**config.mk**
```make
export PLATFORM = sky130hd
export DESIGN_NAME = alu_flag_cond_unit
export DESIGN_NICKNAME = d
export VERILOG_FILES = /design/src/rtl/alu_pkg.sv /design/src/rtl/alu_flag_stack.sv /design/src/rtl/alu_flag_cond_unit.sv
export SDC_FILE = /design/constraint.sdc
export NUM_CORES = 1
export LEC_CHECK = 0
export BUFFER_PORTS_ARGS = -buffer_cell sky130_fd_sc_hd__buf_4
export CAP_MARGIN = 20
export CORE_MARGIN = 2
export CORE_UTILIZATION = 54
export CTS_CLUSTER_SIZE = 16
export DETAILED_ROUTE_END_ITERATION = 10
export PLACE_DENSITY_LB_ADDON = 0.25
export SLEW_MARGIN = 20
export SYNTH_ARGS = -nofsm -noshare
export SYNTH_HDL_FRONTEND = slang
export SYNTH_SLANG_ARGS = --single-unit
```
**constraint.sdc**
```tcl
create_clock -name clk -period 3.1 [get_ports clk]
set_input_delay 0.93 -clock clk [delete_from_list [all_inputs] [get_ports clk]]
set_output_delay 0.93 -clock clk [all_outputs]
set_load 0.01 [all_outputs]
```
**src/rtl/alu_pkg.sv**
```systemverilog
// Flag bit positions, condition code encodings and the flag nibble type shared
// by the flag/condition block and its stack.
package alu_pkg;

  localparam int FLAG_N = 3;
  localparam int FLAG_Z = 2;
  localparam int FLAG_C = 1;
  localparam int FLAG_V = 0;

  typedef logic [3:0] flags_t;

  typedef enum logic [3:0] {
    COND_EQ = 4'd0,  COND_NE = 4'd1,  COND_CS = 4'd2,  COND_CC = 4'd3,
    COND_MI = 4'd4,  COND_PL = 4'd5,  COND_VS = 4'd6,  COND_VC = 4'd7,
    COND_HI = 4'd8,  COND_LS = 4'd9,  COND_GE = 4'd10, COND_LT = 4'd11,
    COND_GT = 4'd12, COND_LE = 4'd13, COND_AL = 4'd14, COND_NV = 4'd15
  } cond_e;

endpackage

```
**src/rtl/alu_flag_stack.sv**
```systemverilog
// LIFO of saved flag nibbles. Misuse (push+pop together, push when full,
// pop when empty) leaves the stack untouched and sets a sticky error.
module alu_flag_stack
  import alu_pkg::*;
#(
  parameter int STACK_DEPTH = 4,
  parameter int PTR_W       = 2
) (
  input  logic   clk,
  input  logic   rst_n,
  input  logic   push,
  input  logic   pop,
  input  flags_t din,
  output flags_t top,
  output logic   pop_ok,
  output logic   full,
  output logic   empty,
  output logic   err
);

  flags_t           mem [STACK_DEPTH];
  logic [PTR_W:0]   depth;
  logic [PTR_W-1:0] top_idx;
  logic             push_ok;
  logic             misuse;

  assign full    = (depth == (PTR_W+1)'(STACK_DEPTH));
  assign empty   = (depth == '0);
  assign top_idx = PTR_W'(depth - 1'b1);
  assign top     = mem[top_idx];
  assign push_ok = push & ~pop & ~full;
  assign pop_ok  = pop & ~push & ~empty;
  assign misuse  = (push & pop) | (push & full) | (pop & empty);

  // Depth counter and sticky misuse flag; depth never wraps.
  always_ff @(posedge clk) begin
    if (!rst_n) begin
      depth <= '0;
      err   <= 1'b0;
    end else begin
      if (push_ok)     depth <= depth + 1'b1;
      else if (pop_ok) depth <= depth - 1'b1;
      if (misuse)      err   <= 1'b1;
    end
  end

  // Storage needs no reset: entries above depth are never read.
  always_ff @(posedge clk) begin
    if (push_ok) mem[depth[PTR_W-1:0]] <= din;
  end

endmodule

```
**src/rtl/alu_flag_cond_unit.sv**
```systemverilog
// Architectural NZCV register with same-cycle forwarding, a registered
// condition evaluator behind a valid/ready handshake, and a flag save stack.
module alu_flag_cond_unit
  import alu_pkg::*;
#(
  parameter int STACK_DEPTH = 4,
  parameter int PTR_W       = 2
) (
  input  logic       clk,
  input  logic       rst_n,
  input  logic       flag_we,
  input  logic [3:0] flag_in,
  input  logic       cond_valid,
  input  logic [3:0] cond_code,
  output logic       cond_ready,
  output logic       pass_valid,
  output logic       pass,
  input  logic       pass_ready,
  input  logic       push,
  input  logic       pop,
  output logic [3:0] flags,
  output logic       stack_full,
  output logic       stack_empty,
  output logic       err
);

  function automatic logic cond_eval(input logic [3:0] code, input flags_t f);
    logic n, z, c, v;
    n = f[FLAG_N]; z = f[FLAG_Z]; c = f[FLAG_C]; v = f[FLAG_V];
    case (cond_e'(code))
      COND_EQ: return z;
      COND_NE: return ~z;
      COND_CS: return c;
      COND_CC: return ~c;
      COND_MI: return n;
      COND_PL: return ~n;
      COND_VS: return v;
      COND_VC: return ~v;
      COND_HI: return c & ~z;
      COND_LS: return ~c | z;
      COND_GE: return n == v;
      COND_LT: return n != v;
      COND_GT: return ~z & (n == v);
      COND_LE: return z | (n != v);
      COND_AL: return 1'b1;
      default: return 1'b0;
    endcase
  endfunction

  flags_t eff;
  flags_t stk_top;
  logic   pop_ok;
  logic   accept;

  // Queries see this cycle's ALU write, not a same-cycle pop.
  assign eff        = flag_we ? flag_in : flags;
  assign cond_ready = ~pass_valid | pass_ready;
  assign accept     = cond_valid & cond_ready;

  alu_flag_stack #(.STACK_DEPTH(STACK_DEPTH), .PTR_W(PTR_W)) u_stack (
    .clk    (clk),
    .rst_n  (rst_n),
    .push   (push),
    .pop    (pop),
    .din    (eff),
    .top    (stk_top),
    .pop_ok (pop_ok),
    .full   (stack_full),
    .empty  (stack_empty),
    .err    (err)
  );

  // Flag register: a successful pop outranks the ALU write.
  always_ff @(posedge clk) begin
    if (!rst_n)       flags <= '0;
    else if (pop_ok)  flags <= stk_top;
    else if (flag_we) flags <= flag_in;
  end

  // Result slot: a new accept may overwrite a result drained this cycle.
  always_ff @(posedge clk) begin
    if (!rst_n) begin
      pass_valid <= 1'b0;
      pass       <= 1'b0;
    end else if (accept) begin
      pass_valid <= 1'b1;
      pass       <= cond_eval(cond_code, eff);
    end else if (pass_ready) begin
      pass_valid <= 1'b0;
    end
  end

endmodule

```
==> results of run 1 <==
## cells in the mapped netlist, types with 2 or more instances
| cell | count | area, um2 |
|---|---|---|
| mux2i_1 | 3 | 30.0 |
| edfxtp_1 | 16 | 480 |
| or3b_2 | 2 | 17.5 |
| nor2_1 | 10 | 37.5 |
| dfxtp_1 | 10 | 200 |
| nor2b_1 | 2 | 12.5 |
| nand3_1 | 2 | 10.0 |
| ha_1 | 6 | 75.1 |
| clkbuf_1 | 5 | 18.8 |
| o211a_1 | 3 | 30.0 |
| inv_1 | 6 | 22.5 |
| and3_1 | 3 | 18.8 |
| nor3b_1 | 4 | 30.0 |
| and2_1 | 4 | 25.0 |
| a311oi_1 | 2 | 17.5 |
| nand3b_1 | 2 | 15.0 |
| nand2_1 | 6 | 22.5 |
| a21boi_0 | 2 | 15.0 |
| a21oi_1 | 6 | 30.0 |
| mux4_2 | 5 | 113 |
| mux2_2 | 3 | 33.8 |
| nor3_1 | 3 | 15.0 |
| xor2_1 | 2 | 17.5 |
## per-stage QoR
step                setup slack [ns]  util, %  hold WS [ns]
detailed placement             0.344     64.7         0.462
CTS                            0.441     66.8         0.498
global placement               0.399     64.7         0.450
floorplan                      0.471        -         0.509
finish                         0.461     66.8         0.488
global route                   0.288     66.8         0.508
## cell families after synthesis
kind of cell / count (synthesis)
simple gates: 41
buf+inv: 13
mux: 12
xor+xnor: 2
compound gates: 19
flops: 26
fa+ha+maj: 6
## placed cells by master (no fill, tap or decap), types with 2 or more instances in the layout
cell	instances
xor2_1	2
inv_1	6
or3b_2	2
a311oi_1	2
mux2i_1	3
clkbuf_4	3
nand2_1	6
nor3b_1	4
ha_1	6
nor2_1	10
a21oi_1	6
and3_1	3
nor2b_1	2
dfxtp_1	10
buf_4	25
and2_1	4
nor3_1	3
a21boi_0	2
edfxtp_1	16
mux2_2	3
o211a_1	3
nand3b_1	2
mux4_2	5
nand3_1	2
## per-layer routing
layer | wire (um) | up-vias | GRT usage [%]
li1 | - | 484 | -
met1 | 1080 | 486 | 24.1
met2 | 1440 | 46 | 39.1
met3 | 192 | 4 | 5.19
met4 | 19 | 0 | 5.00
met5 | 0 | - | 0
## state kept, by name (all words and copies together) (netlist names)
signal / cells
flags: 4
pass: 1
pass_valid: 1
u_stack.depth: 3
u_stack.err: 1
u_stack.mem: 16
## how the worst max path moves through the flow
stage | endpoint | cells after the start
after floorplan | pass | 5
after global placement | pass | 5
after detailed placement | pass | 5
after CTS | stack_empty | 4
after global routing | stack_empty | 4
final | stack_empty | 4
## area by class of cell
cell class,instances,area share (%)
clock buffer,3,1.37
sequential,26,41.5
inverter,6,1.37
tap,30,2.29
clock inverter,1,1.83
timing repair buffer,25,11.4
multi-input combinational,80,40.2
## power by group through the flow
| stage | combinational (W) | clock, W | sequential [W] |
|---|---|---|---|
| 2_1_floorplan | 0.000117 | 0 | 0.000412 |
| 3_3_place_gp | 0.000173 | 0 | 0.000415 |
| 3_5_place_dp | 0.000179 | 0 | 0.000416 |
| 4_1_cts | 0.000179 | 0.000235 | 0.000409 |
| 5_1_grt | 0.000198 | 0.000246 | 0.000412 |
| 6_report | 0.000180 | 0.000228 | 0.000408 |
==> impl_metrics.tcl, run 1 <==
set metrics [dict create \
    status "finished, final reports clean" \
    drt_iter0_markers 36 \
    yosysUniqueCellTypes 35 \
    fillerInstances 178 \
    regArea_um2 681 \
    ioPinCount 25 \
    drv_cap 0 \
    min_period_over_period_pct 85.1 \
    drc 0 \
    cts_tree "done" \
    numCtsBuffers 3 \
    cts_resized 0 \
    fp.dieH_um 54.9 \
    critPathMaxFanout 9 \
    start_kind "register" \
    max_slew_margin_pct 46.4 \
    dieWidth_um 54.9 \
    syn_area_um2 1400 \
    worstHoldStart "u_stack.err" \
    synth_seq_cells 26 \
    grt-ovfl-total 0 \
    path_common_cell "ha_1" \
    cts_hold_buf 0 \
    n_antenna_cell 0 \
    port_buffers 24 \
    setup_tns_ns 0 \
    yosys_most_used_dff "edfxtp_1" \
    synth_compound_area_share_pct 10.0 \
    avgSynthCellArea_um2 11.7 \
    synth_edf_count 16 \
    die-area_um2 3010 \
    core_um2 2450 \
    routed_wl_um 2730 \
    multi_input_area_um2 659 \
    synthMuxAreaShare_pct 14.5 \
    clkTransAtPathRegs_ns 0.13 \
    syn_nets 140 \
    r2r_start "u_stack.depth[0]" \
    max_freq_mhz 379 \
    vias 1020 \
    place_area_um2 1590 \
    crit_slowest_cell "dfxtp_1" \
    fin_crit_ns 2.64 \
    critical_path_class "reg2out" \
    cts_sinks 26 \
    async_flop_share_pct 0 \
    synthAdderAreaFrac_pct 5.38 \
    wire_per_inst_um 16.0 \
    hold-path-endpoint "u_stack.err" \
    synth_top_family_by_area "simple AND/OR/NAND/NOR gates" \
    slew_violations 0 \
    routed_via_density 5.96 \
    final_area_um2 1640 \
    startpoint "u_stack.depth[0]" \
    antenna_found_initial 0 \
    power_density_nw_per_um2 497 \
    start_util_pct 56.9 \
    worst_pin_slew_ns 0.803 \
    seq_power_share_pct 50.0 \
    p_clk_share_pct 28.0 \
    syn_inst 119 \
    clk_latency_ns 0.31 \
    cpPeakStageDelay_ns 0.62 \
    nNetsFinal 163 \
    rsz0062_at_grt "no" \
    syn_to_final_growth_pct 17.5 \
    drt-pass1-iter-count 4 \
    fin_total_pwr_w 0.000816 \
    ys_warn_count 0 \
    p_comb_share_pct 22.0 \
    p_int_w 0.000613 \
    clockRootBuffer "clkbuf_4" \
    drive_above_1_share_pct 28.4 \
    crit_buf_inv 2 \
    ys_seq_area_share_pct 48.7 \
    crit_path_cell_trace "inv_1, ha_1, ha_1, buf_4" \
    synth-xor-area-share_pct 1.25 \
    max-vdd-ir-drop_mv 0.384 \
    core.rowCount 18 \
    dp_cells 167 \
    cts_buffer_depth 2 \
    finalHoldViolCount 0 \
    track_usage_pct 21.1 \
    end_kind "primary output" \
    cts_setup_buffers 0 \
    gp_congestion 0.746 \
    post-dp-hpwl_um 2020 \
    r2r_slack_ns 0.75 \
    arrival_ns 1.71 \
    setup_viol 0 \
    holdPathStages 1 \
    cts.htree.levels 1 \
    grt_start_max_net_pins 16 \
    grt_pass1_vias 978 \
    cp_top_family "flip-flops" \
    r2r-end "u_stack.depth[2]" \
    skew_ns 0.00518 \
    r2r_cells 7 \
    fin_cells 171 \
    grt_pass1_wl_um 4390 \
    p_leak_nw 0.689 \
    hold_path_class "reg2reg" \
    p_switching_w 0.000203 \
    critPathRequiredTime_ns 2.17 \
    synthSimpleGateAreaFrac_pct 16.0 \
    swShare_pct 24.9 \
    drtAntennaViolNets 0 \
]
(Power assumes the default switching activity.)
==> run 2: changes to the inputs <==
REMOVE_ABC_BUFFERS = 1   (was unset)
==> run 2 against run 1 <==
  * Highest routed layer unchanged
  * First-iteration DRC count grew 8.3%
  * Final cell count is the same
  * Utilization is the same
  * Critical path type unchanged
==> impl_metrics.tcl, run 2 (synthesized netlist as in run 1, its figures left out) <==
set metrics [dict create \
    status "finished, final reports clean" \
    cp_top_family "flip-flops" \
    post-dp-hpwl_um 2010 \
    core_um2 2450 \
    multi_input_area_um2 659 \
    path_common_cell "ha_1" \
    p_int_w 0.000612 \
    grt_start_max_net_pins 16 \
    final_cell_mix "buf_4, edfxtp_1, nor2_1, dfxtp_1" \
    rsz0062_at_grt "no" \
    worst_slack_ns 0.450 \
    crit_cells 4 \
    max_slew_margin_pct 52.7 \
    p_clk_share_pct 27.8 \
    n_antenna_cell 0 \
    cts_setup_buffers 0 \
    core.rowCount 18 \
    crit_slowest_cell "dfxtp_1" \
    wire_per_inst_um 15.7 \
    dieWidth_um 54.9 \
    end_kind "primary output" \
    skew_ns 0.00563 \
    r2r_start "u_stack.depth[0]" \
    worstHoldStart "u_stack.err" \
    cts_hold_buf 0 \
    seq_power_share_pct 50.3 \
    grt_pass1_vias 829 \
    arrival_ns 1.72 \
    p_switching_w 0.000199 \
    start_util_pct 56.9 \
    start_kind "register" \
    swShare_pct 24.5 \
    power_density_nw_per_um2 494 \
    max-vdd-ir-drop_mv 0.439 \
    drive_above_1_share_pct 28.4 \
    critical_path_class "reg2out" \
    regArea_um2 681 \
    hold_ws_ns 0.506 \
    setup_viol 0 \
    drt_iter0_markers 39 \
    cpPeakStageDelay_ns 0.62 \
    track_usage_pct 18.9 \
    port_buffers 24 \
    dp_slack_ns 0.376 \
    crit_buf_inv 2 \
    hold_path_class "reg2reg" \
    syn_to_final_growth_pct 17.5 \
    antenna_found_initial 0 \
    clockRootBuffer "clkbuf_4" \
    dr_wl_met2_um 1370 \
    cts_tree "done" \
    critPathRequiredTime_ns 2.17 \
    drtAntennaViolNets 0 \
    r2r_slack_ns 0.78 \
    r2r_cells 9 \
    cts_buffer_depth 2 \
    dp_cells 167 \
    fp.dieH_um 54.9 \
    fin_crit_ns 2.65 \
    finalHoldViolCount 0 \
    grt_pass1_wl_um 3810 \
    cts_resized 0 \
    min_period_over_period_pct 85.5 \
    die-area_um2 3010 \
    largest_reg_flops 16 \
    clk_latency_ns 0.31 \
    holdPathStages 1 \
    fillerInstances 196 \
    crit_path_cell_trace "inv_1, ha_1, ha_1, buf_4" \
    numCtsBuffers 3 \
    p_comb_share_pct 21.8 \
    routed_via_density 5.71 \
    wl_met3_um 129 \
    drt-pass1-iter-count 4 \
    r2r-end "u_stack.depth[2]" \
    startpoint "u_stack.depth[0]" \
    cts_sinks 26 \
    clkTransAtPathRegs_ns 0.14 \
    gp_congestion 0.718 \
    highest_layer "met4" \
    vias 976 \
    critPathMaxFanout 9 \
    setup.worst_path.end "stack_full" \
    met1Wirelength_um 1160 \
    setup_tns_ns 0 \
    drc 0 \
    ioPinCount 25 \
    nNetsFinal 163 \
    max_freq_mhz 377 \
    fin_cells 171 \
    p_leak_nw 0.689 \
    grt-ovfl-total 0 \
    cts.htree.levels 1 \
    drv_cap 0 \
    final_common_cell "buf_4" \
    routed_wl_um 2680 \
    worst_pin_slew_ns 0.708 \
    slew_violations 0 \
]
[run 2: area by class of cell]
| type | instances | area share (%) |
|---|---|---|
| sequential | 26 | 41.5 |
| multi-input combinational | 80 | 40.2 |
| clock buffer | 3 | 1.37 |
| clock inverter | 1 | 1.83 |
| timing repair buffer | 25 | 11.4 |
| tap | 30 | 2.29 |
| inverter | 6 | 1.37 |
[run 2: worst min path at each step]
stage and end:
2_1_floorplan u_stack.err, 3_3_place_gp u_stack.err, 3_5_place_dp u_stack.err, 4_1_cts u_stack.err, 5_1_grt u_stack.err, 6_report u_stack.err
[run 2: metrics by stage]
| step | area (um2) | power (W) | util (%) |
|---|---|---|---|
| finish | 1640 | 0.000811 | 66.8 |
| global route | 1640 | 0.000850 | 66.8 |
| CTS | 1640 | 0.000820 | 66.8 |
| detailed placement | 1590 | 0.000594 | 64.7 |
| global placement | 1590 | 0.000587 | 64.7 |
| floorplan | 1360 | 0.000521 | - |
[run 2: power by group through the flow]
stage	combinational (W)	sequential [W]	clock, W
global placement	0.000172	0.000415	0
CTS	0.000178	0.000408	0.000233
detailed placement	0.000177	0.000416	0
finish	0.000177	0.000408	0.000226
floorplan	0.000106	0.000416	0
global route	0.000194	0.000412	0.000244
[run 2: worst reg2reg max path, stage by stage (launching register included)]
cell and delay (ns):
dfxtp_1 0.62, inv_1 0.13, ha_1 0.26, ha_1 0.23
nor3b_1 0.20, buf_4 0.17, and2_1 0.30, nor3_1 0.09
a21oi_1 0.13, and3_1 0.15
[run 2: routing by layer]
layer	vias to the layer above	GRT usage, %
met3	2	4.10
met2	25	34.5
met5	-	0
met1	466	22.1
li1	483	-
met4	0	5.00
